### src/rtl/ram_pkg.sv
// Shared types and default sizing for the self-clearing simple dual-port RAM.
package ram_pkg;

  localparam int DATA_W_DEF = 8;
  localparam int ADDR_W_DEF = 4;
  localparam int DEPTH_DEF  = 16;

  typedef enum logic {
    ST_IDLE  = 1'b0,
    ST_CLEAR = 1'b1
  } state_t;

endpackage

### src/rtl/ram_sdp_core.sv
// Storage array with one write port and a registered read port.
// Defining RAM_SDP_CLR_FWD_EN makes same-address read/write return the new data.
module ram_sdp_core #(
  parameter int DATA_W = 8,
  parameter int ADDR_W = 4,
  parameter int DEPTH  = 16
) (
  input  logic              clk,
  input  logic              rst,
  input  logic              wr_en,
  input  logic [ADDR_W-1:0] wr_addr,
  input  logic [DATA_W-1:0] wr_data,
  input  logic              rd_en,
  input  logic [ADDR_W-1:0] rd_addr,
  output logic [DATA_W-1:0] rd_data,
  output logic              rd_valid
);

  logic [DATA_W-1:0] mem [DEPTH];
  logic              fwd_hit;
  logic [DATA_W-1:0] rd_word;

  // The array is deliberately unreset; the clear sweep zeroes it.
  always_ff @(posedge clk) begin
    if (wr_en) begin
      mem[wr_addr] <= wr_data;
    end
  end

`ifdef RAM_SDP_CLR_FWD_EN
  assign fwd_hit = wr_en && rd_en && (wr_addr == rd_addr);
`else
  assign fwd_hit = 1'b0;
`endif

  assign rd_word = fwd_hit ? wr_data : mem[rd_addr];

  always_ff @(posedge clk or posedge rst) begin
    if (rst) begin
      rd_data  <= '0;
      rd_valid <= 1'b0;
    end else begin
      rd_valid <= rd_en;
      if (rd_en) begin
        rd_data <= rd_word;
      end
    end
  end

endmodule

### src/rtl/ram_sdp_clr.sv
// Simple dual-port RAM that sweeps itself to zero after reset or on clr_req.
// Optional write-first forwarding is enabled with the macro RAM_SDP_CLR_FWD_EN.
module ram_sdp_clr
  import ram_pkg::*;
#(
  parameter int DATA_W = DATA_W_DEF,
  parameter int ADDR_W = ADDR_W_DEF,
  parameter int DEPTH  = DEPTH_DEF
) (
  input  logic              clk,
  input  logic              rst,
  input  logic              clr_req,
  output logic              busy,
  input  logic              wr_en,
  input  logic [ADDR_W-1:0] wr_addr,
  input  logic [DATA_W-1:0] wr_data,
  input  logic              rd_en,
  input  logic [ADDR_W-1:0] rd_addr,
  output logic [DATA_W-1:0] rd_data,
  output logic              rd_valid,
  output logic              err
);

  localparam logic [ADDR_W-1:0] LAST_ADDR = ADDR_W'(DEPTH - 1);
  localparam logic [ADDR_W:0]   DEPTH_EXT = (ADDR_W + 1)'(DEPTH);

  state_t            state;
  state_t            state_nxt;
  logic [ADDR_W-1:0] clr_cnt;
  logic [ADDR_W-1:0] clr_cnt_nxt;

  logic              idle;
  logic              wr_ok;
  logic              rd_ok;
  logic              core_wr_en;
  logic [ADDR_W-1:0] core_wr_addr;
  logic [DATA_W-1:0] core_wr_data;

  assign busy  = (state == ST_CLEAR);
  assign idle  = (state == ST_IDLE);
  assign wr_ok = idle && wr_en && ({1'b0, wr_addr} < DEPTH_EXT);
  assign rd_ok = idle && rd_en && ({1'b0, rd_addr} < DEPTH_EXT);

  always_ff @(posedge clk or posedge rst) begin
    if (rst) begin
      state   <= ST_CLEAR;
      clr_cnt <= '0;
    end else begin
      state   <= state_nxt;
      clr_cnt <= clr_cnt_nxt;
    end
  end

  always_comb begin
    state_nxt   = state;
    clr_cnt_nxt = clr_cnt;
    case (state)
      ST_CLEAR: begin
        if (clr_cnt == LAST_ADDR) begin
          state_nxt   = ST_IDLE;
          clr_cnt_nxt = '0;
        end else begin
          clr_cnt_nxt = clr_cnt + 1'b1;
        end
      end
      ST_IDLE: begin
        if (clr_req) begin
          state_nxt   = ST_CLEAR;
          clr_cnt_nxt = '0;
        end
      end
    endcase
  end

  // The sweep borrows the write port; user accesses are refused meanwhile.
  assign core_wr_en   = busy || wr_ok;
  assign core_wr_addr = busy ? clr_cnt : wr_addr;
  assign core_wr_data = busy ? '0 : wr_data;

  always_ff @(posedge clk or posedge rst) begin
    if (rst) begin
      err <= 1'b0;
    end else begin
      err <= (wr_en && !wr_ok) || (rd_en && !rd_ok);
    end
  end

  ram_sdp_core #(
    .DATA_W (DATA_W),
    .ADDR_W (ADDR_W),
    .DEPTH  (DEPTH)
  ) u_core (
    .clk      (clk),
    .rst      (rst),
    .wr_en    (core_wr_en),
    .wr_addr  (core_wr_addr),
    .wr_data  (core_wr_data),
    .rd_en    (rd_ok),
    .rd_addr  (rd_addr),
    .rd_data  (rd_data),
    .rd_valid (rd_valid)
  );

endmodule

### config.mk
export PLATFORM = sky130hd
export DESIGN_NAME = ram_sdp_clr
export DESIGN_NICKNAME = d
export VERILOG_FILES = /design/src/rtl/ram_pkg.sv /design/src/rtl/ram_sdp_core.sv /design/src/rtl/ram_sdp_clr.sv
export SDC_FILE = /design/constraint.sdc
export NUM_CORES = 1
export LEC_CHECK = 0
export BUFFER_PORTS_ARGS = -buffer_cell sky130_fd_sc_hd__buf_2
export CORE_MARGIN = 5
export CORE_UTILIZATION = 58
export CTS_CLUSTER_DIAMETER = 150
export DETAILED_ROUTE_END_ITERATION = 8
export GPL_ROUTABILITY_DRIVEN = 0
export PLACE_DENSITY = 0.75
export SLEW_MARGIN = 0
export SYNTH_ARGS = -nofsm -noshare
export SYNTH_HDL_FRONTEND = slang
export SYNTH_SLANG_ARGS = --single-unit
### constraint.sdc
create_clock -name clk -period 3.6 [get_ports clk]
set_input_delay 0.72 -clock clk [delete_from_list [all_inputs] [get_ports clk]]
set_output_delay 0.72 -clock clk [all_outputs]
set_load 0.05 [all_outputs]
=== Word level (Yosys, flattened, before mapping) ===
Memories as Yosys holds them, arrays and structs flattened. A register that Yosys moved wholly into a read port is not among the register bits.
Index checks and enable logic that the tools add are counted.
Widths: inputs -> output; s select.

* $add $sub $neg: 1
* Equality and inequality tests: 2
* Multiplexer cells: 10
* Bitwise operators: 1
* Reduce and logical (&&, ||, !) cells: 8

{| class="wikitable"
|+ Operators by type and width
! cell !! count
|-
| $mux 4 || 3
|-
| $mux 8 || 1
|-
| $pmux 4 s2 || 1
|-
| $add 4x1->4 const B || 1
|-
| $eq 4x4->1 const B || 1
|-
| $logic_and 1x1->1 || 4
|-
| $mux 1 || 4
|-
| $logic_not 1->1 || 2
|-
| $logic_or 1x1->1 || 2
|-
| $ne 2x2->1 const B || 1
|-
| $pmux 1 s2 || 1
|-
| $not 1->1 || 1
|}

* Flip-flop bits (word level): 7
* Memory bits (writable): 128
* Input bits: 21
* Logic and storage cells: 27
* Memories: 1

{| class="wikitable"
|+ Memories
! memory !! depth !! bits a word !! rd ports !! clocked after Yosys merged registers in !! write ports !! line !! source
|-
| u_core.mem || 16 || 8 || 1 || 1 || 1 || ram_sdp_core.sv:19 || <nowiki>logic [DATA_W-1:0] mem [DEPTH];</nowiki>
|}

=== Depth between registers and ports, before layout ===
Gate-level depths: netlist of run 1.

* Depth after elaboration: 5
* Gate-level depth with buffers: 6

=== Cells and area by module ===
Synthesis of run 1 repeated with hierarchy kept, for this count alone.

* Cells, all modules: 287
* Area total of the unflattened synthesis: 5765.5 µm²

{| class="wikitable"
|+ Modules (own cells, without submodules)
! module !! times used !! cells each !! area each (µm²) !! seq. area each (µm²)
|-
| ram_sdp_core || 1 || 242 || 5360.1 || 4068.9
|-
| ram_sdp_clr || 1 || 45 || 405.4 || 151.4
|}

=== Least setup slack after synthesis of run 1 ===
OpenSTA, ideal clock, no wires.

* Path type: input port to flip-flop
* Start: input wr_en
* End: memory u_core.mem[5][0], enable pin
* Setup time: 0.370 ns
* Arrival: 1.592 ns
* Required time: 3.230 ns
* Slack: 1.637 ns
* Stages on the path: 4
* Path buffers: 0
* Cell sequence: nor2b_1 > nand2_1 > mux2_2 > nor2_1

* Word-level cells in the longest chain between the ends: 4

{| class="wikitable"
|+ RTL lines
! element !! line !! source
|-
| start: declaration || ram_sdp_clr.sv:14 || <nowiki>input logic wr_en,</nowiki>
|-
| $logic_and 1x1->1 || ram_sdp_clr.sv:41 || <nowiki>assign wr_ok = idle && wr_en && ({1'b0, wr_addr} < DEPTH_EXT);</nowiki>
|-
| $logic_or 1x1->1 || ram_sdp_clr.sv:76 || <nowiki>assign core_wr_en = busy || wr_ok;</nowiki>
|-
| $mux 1 || ram_sdp_core.sv:25 || <nowiki>if (wr_en) begin</nowiki>
|-
| $mux 1 (implied by the code) || ram_sdp_core.sv:26 || <nowiki>mem[wr_addr] <= wr_data;</nowiki>
|-
| end: declaration || ram_sdp_core.sv:19 ||
|}

No other way between the ends.

=== Final worst setup path of run 1 ===
* Start: register state, in the netlist busy
* End: output busy

{| class="wikitable"
|+ RTL lines
! element !! line !! source
|-
| start: declaration || ram_sdp_clr.sv:27 || <nowiki>state_t state;</nowiki>
|-
| start signal: assignment || ram_sdp_clr.sv:49 || <nowiki>state <= state_nxt;</nowiki>
|-
| end: declaration || ram_sdp_clr.sv:13 || <nowiki>output logic busy,</nowiki>
|}

No word-level cell between the ends.

==> metrics.csv, run 1 <==
metric;value;unit
arrival;1.78;ns
pwr-share-comb;18.2;%
leakagePower;2.50;nW
final_util;67.9;%
synthesis.instances;378;
max-slew-margin-rel;19.3;%
clockBufferDepth;2;
ir_worst_vdd;0.437;mV
drt_pre_antenna_iters;5;
initial_core_util;59.4;%
drtAntennaViolNets;0;
fin_crit_sh;69.3;%
synth_common_cells;edfxtp_1 (128), mux2i_1 (64), nand2_1 (34);
die_h;110;um
finalPower;4.93;mW
synth_area;5810;sq um
synth_top_flop_cell;edfxtp_1;
required;2.88;ns
wl_met3;1.09;mm
synth_top_cell_by_area;edfxtp_1;
synth-edff-count;128;
portBuffers;31;
crit_path_cell_trace;buf_2;
slowest_stage;dfstp_2;
n_antenna_cell;0;
finClkSkew;0.00472;ns
power_density;743;nW/um^2
synthSimpleGateAreaFrac;8.29;%
met1_length;4.97;mm
clk_latency;0.53;ns
synthesis.nets;400;
areaGrowthSynthToFinish;14.3;%
cts_buffers;17;
coreArea;9770;sq um
startpoint_type;register;
nets;440;
tns;0;ns
hp-class;primary input to asynchronous set/reset pin;
synthArstFlopShare;10.5;%
synth_top_area_share;66.1;%
antenna_found_initial;0;
synth_area_per_cell;15.4;sq um
maxCapViolations;0;
grt_pass1_vias;3203;
vias;3331;
yosysMostFrequentCell;edfxtp_1;
top_layer_used;met4;
clkPwrFrac;33.6;%
io_pins;32;
yosysSeqAreaShare;72.6;%
cts_hold_buffers;0;
grt_usage;20.8;%
path_max_fanout;34;
rsz0062_at_grt;false;
synthMuxAreaShare;11.2;%
grt_pass1_wl;17.8;mm
drive_gt1_share;16.2;%
critical_path_class;register to output pin;
path_delay_family;flip-flops;
fp-row-count;36;
status;complete, no violations;
p_switching;1.42;mW
internal-power;3.51;mW
wl_met2;5.04;mm
setup_viol;0;
path_clk_slew;0.06;ns
synthXorXnorAreaFrac;0;%
synthAdderAreaFrac;0.215;%
cts-root-buf;clkbuf_8;
drt_iter0_markers;293;
vias_per_cell;5.91;
endpoint_kind;output pin;
p_sw_share;28.9;%
die_area;12100;sq um
clock_sinks;143;
hold_viol_final;0;
htree_levels;4;
place_area;6070;sq um
synth_top_family_by_area;multiplexers;
grt_overflow_total;0;
drc_errors;0;
cts_resized;0;
min_period;2.50;ns
avgRoutedWirePerCell;20.2;um
max_stage_delay;0.88;ns
pwr-share-seq;48.2;%
final_area;6640;sq um
cts_tree;done;
path_buf_inv;1;
synth_seq_cells;143;
postCtsSetupRepairBufs;0;
synth.distinct_cells;36;
clock.fmax;401;MHz
yosysWarnings;0;
synth_compound_area_share;4.95;%
routed_wl;11.4;mm
report.final.slew_viol_count;0;
synthTopCellsByArea;edfxtp_1 (66%), mux2i_1 (11%), dfrtp_1 (6.0%);
grt_max_degree;65;
dp_hpwl;7.30;mm
tightest_slew;1.21;ns
fp.dieW;110;um
## through the flow
stage | std cells | setup WS (ns) | hold slack, ns
floorplan | 378 | 1.64 | 0.520
global placement | 532 | 1.36 | 0.464
detailed placement | 532 | 1.32 | 0.474
CTS | 564 | 1.10 | 0.275
global route | 564 | 1.04 | 0.302
finish | 564 | 1.10 | 0.275
## worst paths after layout
| kind | start | end | slack, ns | depth (start not counted) |
|---|---|---|---|---|
| max reg2reg | busy | u_core.mem[2][4] | 1.35 | 2 |
| min reg2reg | u_core.rd_data[0] | u_core.rd_data[0] | 0.48 | 2 |
| min in group clk | clr_req | clr_cnt[1] | 0.38 | 2 |
| max in group asynchronous | rst | u_core.rd_valid | 2.90 | 2 |
| max | busy | busy | 1.10 | 1 |
| min | rst | clr_cnt[1] | 0.28 | 2 |
## per-layer routing
layer  vias up  GRT usage, %
met1      1629          30.2
met2       159          29.9
met5         -             0
met4         0          7.65
met3        24          6.23
li1       1519             -
## registers in the layout, summed over array words and instances (netlist names)
register,cells
u_core.rd_valid,1
u_core.mem,128
u_core.rd_data,8
err,1
clr_cnt,4
busy,1
## cell families (layout without fill, tap and decap cells)
| kind of cell | after synthesis | after routing |
|---|---|---|
| flops | 143 | 143 |
| mux | 65 | 65 |
| fa+ha+maj | 1 | 1 |
| simple gates | 103 | 103 |
| compound gates | 43 | 43 |
| buf+inv | 23 | 76 |
## power by group through the flow
stage	sequential [mW]	combinational [mW]	clock, mW
floorplan	2.51	0.505	0
global placement	2.39	0.874	0
detailed placement	2.41	0.892	0
CTS	2.38	0.903	1.68
global route	2.41	0.985	1.75
finish	2.38	0.898	1.66
## area by class of cell
cell class                      instances  area, sq um
Clock buffer                           19          422
Clock inverter                         13          146
Fill cell                             662         3130
Inverter                                4         15.0
Multi-Input combinational cell        212         1430
Sequential cell                       143         4220
Tap cell                              133          166
Timing Repair Buffer                   40          238
## cells in the final DEF (no fill, tap or decap), types with 5 or more instances in the layout
cell	instances
clkbuf_16	16
mux2i_1	64
nor2_1	22
nand4_1	6
nand2_1	34
nand3_1	21
a22oi_1	19
buf_4	9
o21ai_0	5
dfrtp_1	14
buf_2	30
nor2b_1	12
edfxtp_1	128
a21oi_1	8
(Power assumes the default switching activity.)
==> run 2: changes to the inputs <==
- ABC_AREA: not set -> 1
- clock period: 3.6 -> 2.4 ns (I/O delays scaled with it)
==> metrics.csv, run 2 <==
metric;value;unit;change
grt_usage;22.6;%;+1.8 points
regMostFlops;u_core.mem;;
grt_pass1_vias;4106;;+28%
antenna_found_initial;0;;unchanged
slowest_stage;dfstp_2;;
synth_area;5990;sq um;+3.1%
cts-root-buf;clkbuf_8;;
max_stage_delay;0.60;ns;-0.28 ns
fp-row-count;37;;+2.8%
clock_sinks;143;;unchanged
crit_path_cell_trace;inv_2 -> nor2_1 -> nor2_1 -> inv_1 -> nand3_1 -> nor2_1;;
grt_max_degree;65;;unchanged
hold_ws;0.0226;ns;-0.252 ns
min_period;2.18;ns;
clockBufferDepth;2;;unchanged
tightest_slew;0.672;ns;-0.536 ns
synthesis.instances;541;;+43%
maxCapViolations;0;;unchanged
areaGrowthSynthToFinish;15.2;%;
r2r_slack;0.22;ns;-1.13 ns
cts_buffers;17;;unchanged
avgRoutedWirePerCell;18.5;um;-8.2%
synth-edff-count;128;;unchanged
n_antenna_cell;0;;unchanged
rr_startpoint;busy;;
place_area;6320;sq um;+4.1%
reg2reg_depth;6;;+4
die_h;112;um;+1.4%
timing.rr.end;u_core.mem[7][7];;
yosysWarnings;0;;unchanged
htree_levels;4;;unchanged
synth.distinct_cells;20;;-44%
nets;612;;+39%
clk_latency;0.51;ns;-0.02 ns
ir_worst_vdd;0.778;mV;+78%
path_max_fanout;8;;-76%
arrival;2.32;ns;+0.54 ns
yosysMostFrequentCell;nand2_1;;
synth_seq_cells;143;;unchanged
vias;4164;;+25%
path_buf_inv;2;;+1
cts_tree;done;;
final_area;6900;sq um;+3.9%
power_density;1170;nW/um^2;+57%
coreArea;10200;sq um;+4.2%
synthesis.nets;563;;+41%
finClkSkew;0.00974;ns;+0.00502 ns
final_common_cell;nand2_1;;
tns;0;ns;unchanged
fin_crit_sh;90.8;%;
endpoint_kind;register;;
drive_gt1_share;15.4;%;-0.82 points
stdcell_count;739;;+31%
startpoint_type;register;;
synthTopCellsByArea;edfxtp_1 (64%), nand2_1 (13%), nand3_1 (8.4%);;
cts_hold_buffers;0;;unchanged
io_pins;32;;unchanged
required;2.54;ns;-0.34 ns
clock.fmax;459;MHz;
synth_top_cell_by_area;edfxtp_1;;
report.final.slew_viol_count;0;;unchanged
vias_per_cell;5.63;;-4.6%
drt_pre_antenna_iters;6;;+1
dp.cells;707;;+33%
synth_top_flop_cell;edfxtp_1;;
yosysSeqAreaShare;70.4;%;-2.2 points
die_area;12500;sq um;+2.8%
drc_errors;0;;unchanged
postCtsSetupRepairBufs;0;;unchanged
layout_common_cells;nand2_1 (205), edfxtp_1 (128), nand3_1 (101);;
synth_top_area_share;64.1;%;-2.0 points
drtAntennaViolNets;0;;unchanged
synthArstFlopShare;10.5;%;unchanged
hp-class;primary input to asynchronous set/reset pin;;
critical_path_class;register to register;;
hold_viol_final;0;;unchanged
cts_resized;0;;unchanged
setup_viol;0;;unchanged
drt_iter0_markers;439;;+50%
dp_hpwl;8.21;mm;+13%
largest_register_ffs;128;;unchanged
crit_top_cell;nor2_1;;
routed_wl;13.7;mm;+20%
path_delay_family;simple AND/OR/NAND/NOR gates;;
portBuffers;31;;unchanged
leakagePower;2.83;nW;+13%
initial_core_util;58.8;%;-0.61 points
reg_top3;u_core.mem (128), u_core.rd_data (8), clr_cnt (4);;
finalPower;8.04;mW;+63%
rsz0062_at_grt;false;;
synth_area_per_cell;11.1;sq um;-28%
grt_pass1_wl;21.6;mm;+22%
path_clk_slew;0.06;ns;about the same
synth_common_cells;nand2_1 (205), edfxtp_1 (128), nand3_1 (101);;
max-slew-margin-rel;55.0;%;+36 points
grt_overflow_total;0;;unchanged
status;complete, no violations;;
fp.dieW;112;um;+1.4%
==> run 2: cell count changes after synthesis, moves of 7 or more <==
cell	previous run	this run
a21oi_1	8	1
nor2_1	22	32
nor2b_1	12	0
a22oi_1	19	0
nand3_1	21	101
mux2i_1	64	0
inv_1	4	18
buf_6	3	11
nand2_1	34	205
==> run 2: worst max-delay path by stage <==
stage	from	end	cells after the start
3_5_place_dp	busy	u_core.mem[11][3]	6
6_report	busy	u_core.mem[7][7]	6
4_1_cts	busy	u_core.mem[11][3]	6
3_3_place_gp	busy	u_core.mem[11][7]	6
5_1_grt	busy	u_core.mem[11][3]	6
2_1_floorplan	busy	u_core.mem[1][0]	6
==> run 2: layout make-up <==
cell class                 count  area, sq um
clock inverter                10          138
multi-input combinational    351         1480
sequential                   143         4220
inverter                      21         78.8
tap                          136          170
timing repair buffer          56          368
fill                         745         3280
clock buffer                  22          443
==> run 2: metal layers <==
layer	global-route usage (%)	up-vias	wire length (um)
met5	0	-	0
met4	8.92	0	424
met3	4.46	38	1210
met2	36.9	222	6650
met1	30.2	1974	5400
li1	-	1930	-
==> run 2: per-stage QoR <==
stage | util, % | setup slack, ns
after floorplan | - | 0.269
after global placement | 62.1 | 0.385
after detailed placement | 62.1 | 0.304
after CTS | 67.8 | 0.230
after global routing | 67.8 | 0.00958
final | 67.8 | 0.220
==> run 2: kinds of logic after synthesis <==
group	Yosys count	share of synthesized area, %
AOI/OAI and AO/OA	6	0.626
xor gates and xnor gates	1	0.146
adders and majority gates	1	0.209
buffers and inverters	47	4.80
DFF	143	70.4
and+or+nand+nor	343	23.8
==> run 2: worst reg2reg max path: cells and delay by family (launching register included) <==
kind                   cells  cell delay (ns)
DFF                        1             0.60
buffers and inverters      2             0.17
and+or+nand+nor            4             1.04
==> run 2: power by group <==
part	switching (mW)	internal (mW)	leakage, nW
registers	0.187	3.46	1.38
clock network	0.960	1.61	0.281
logic	1.34	0.481	1.16
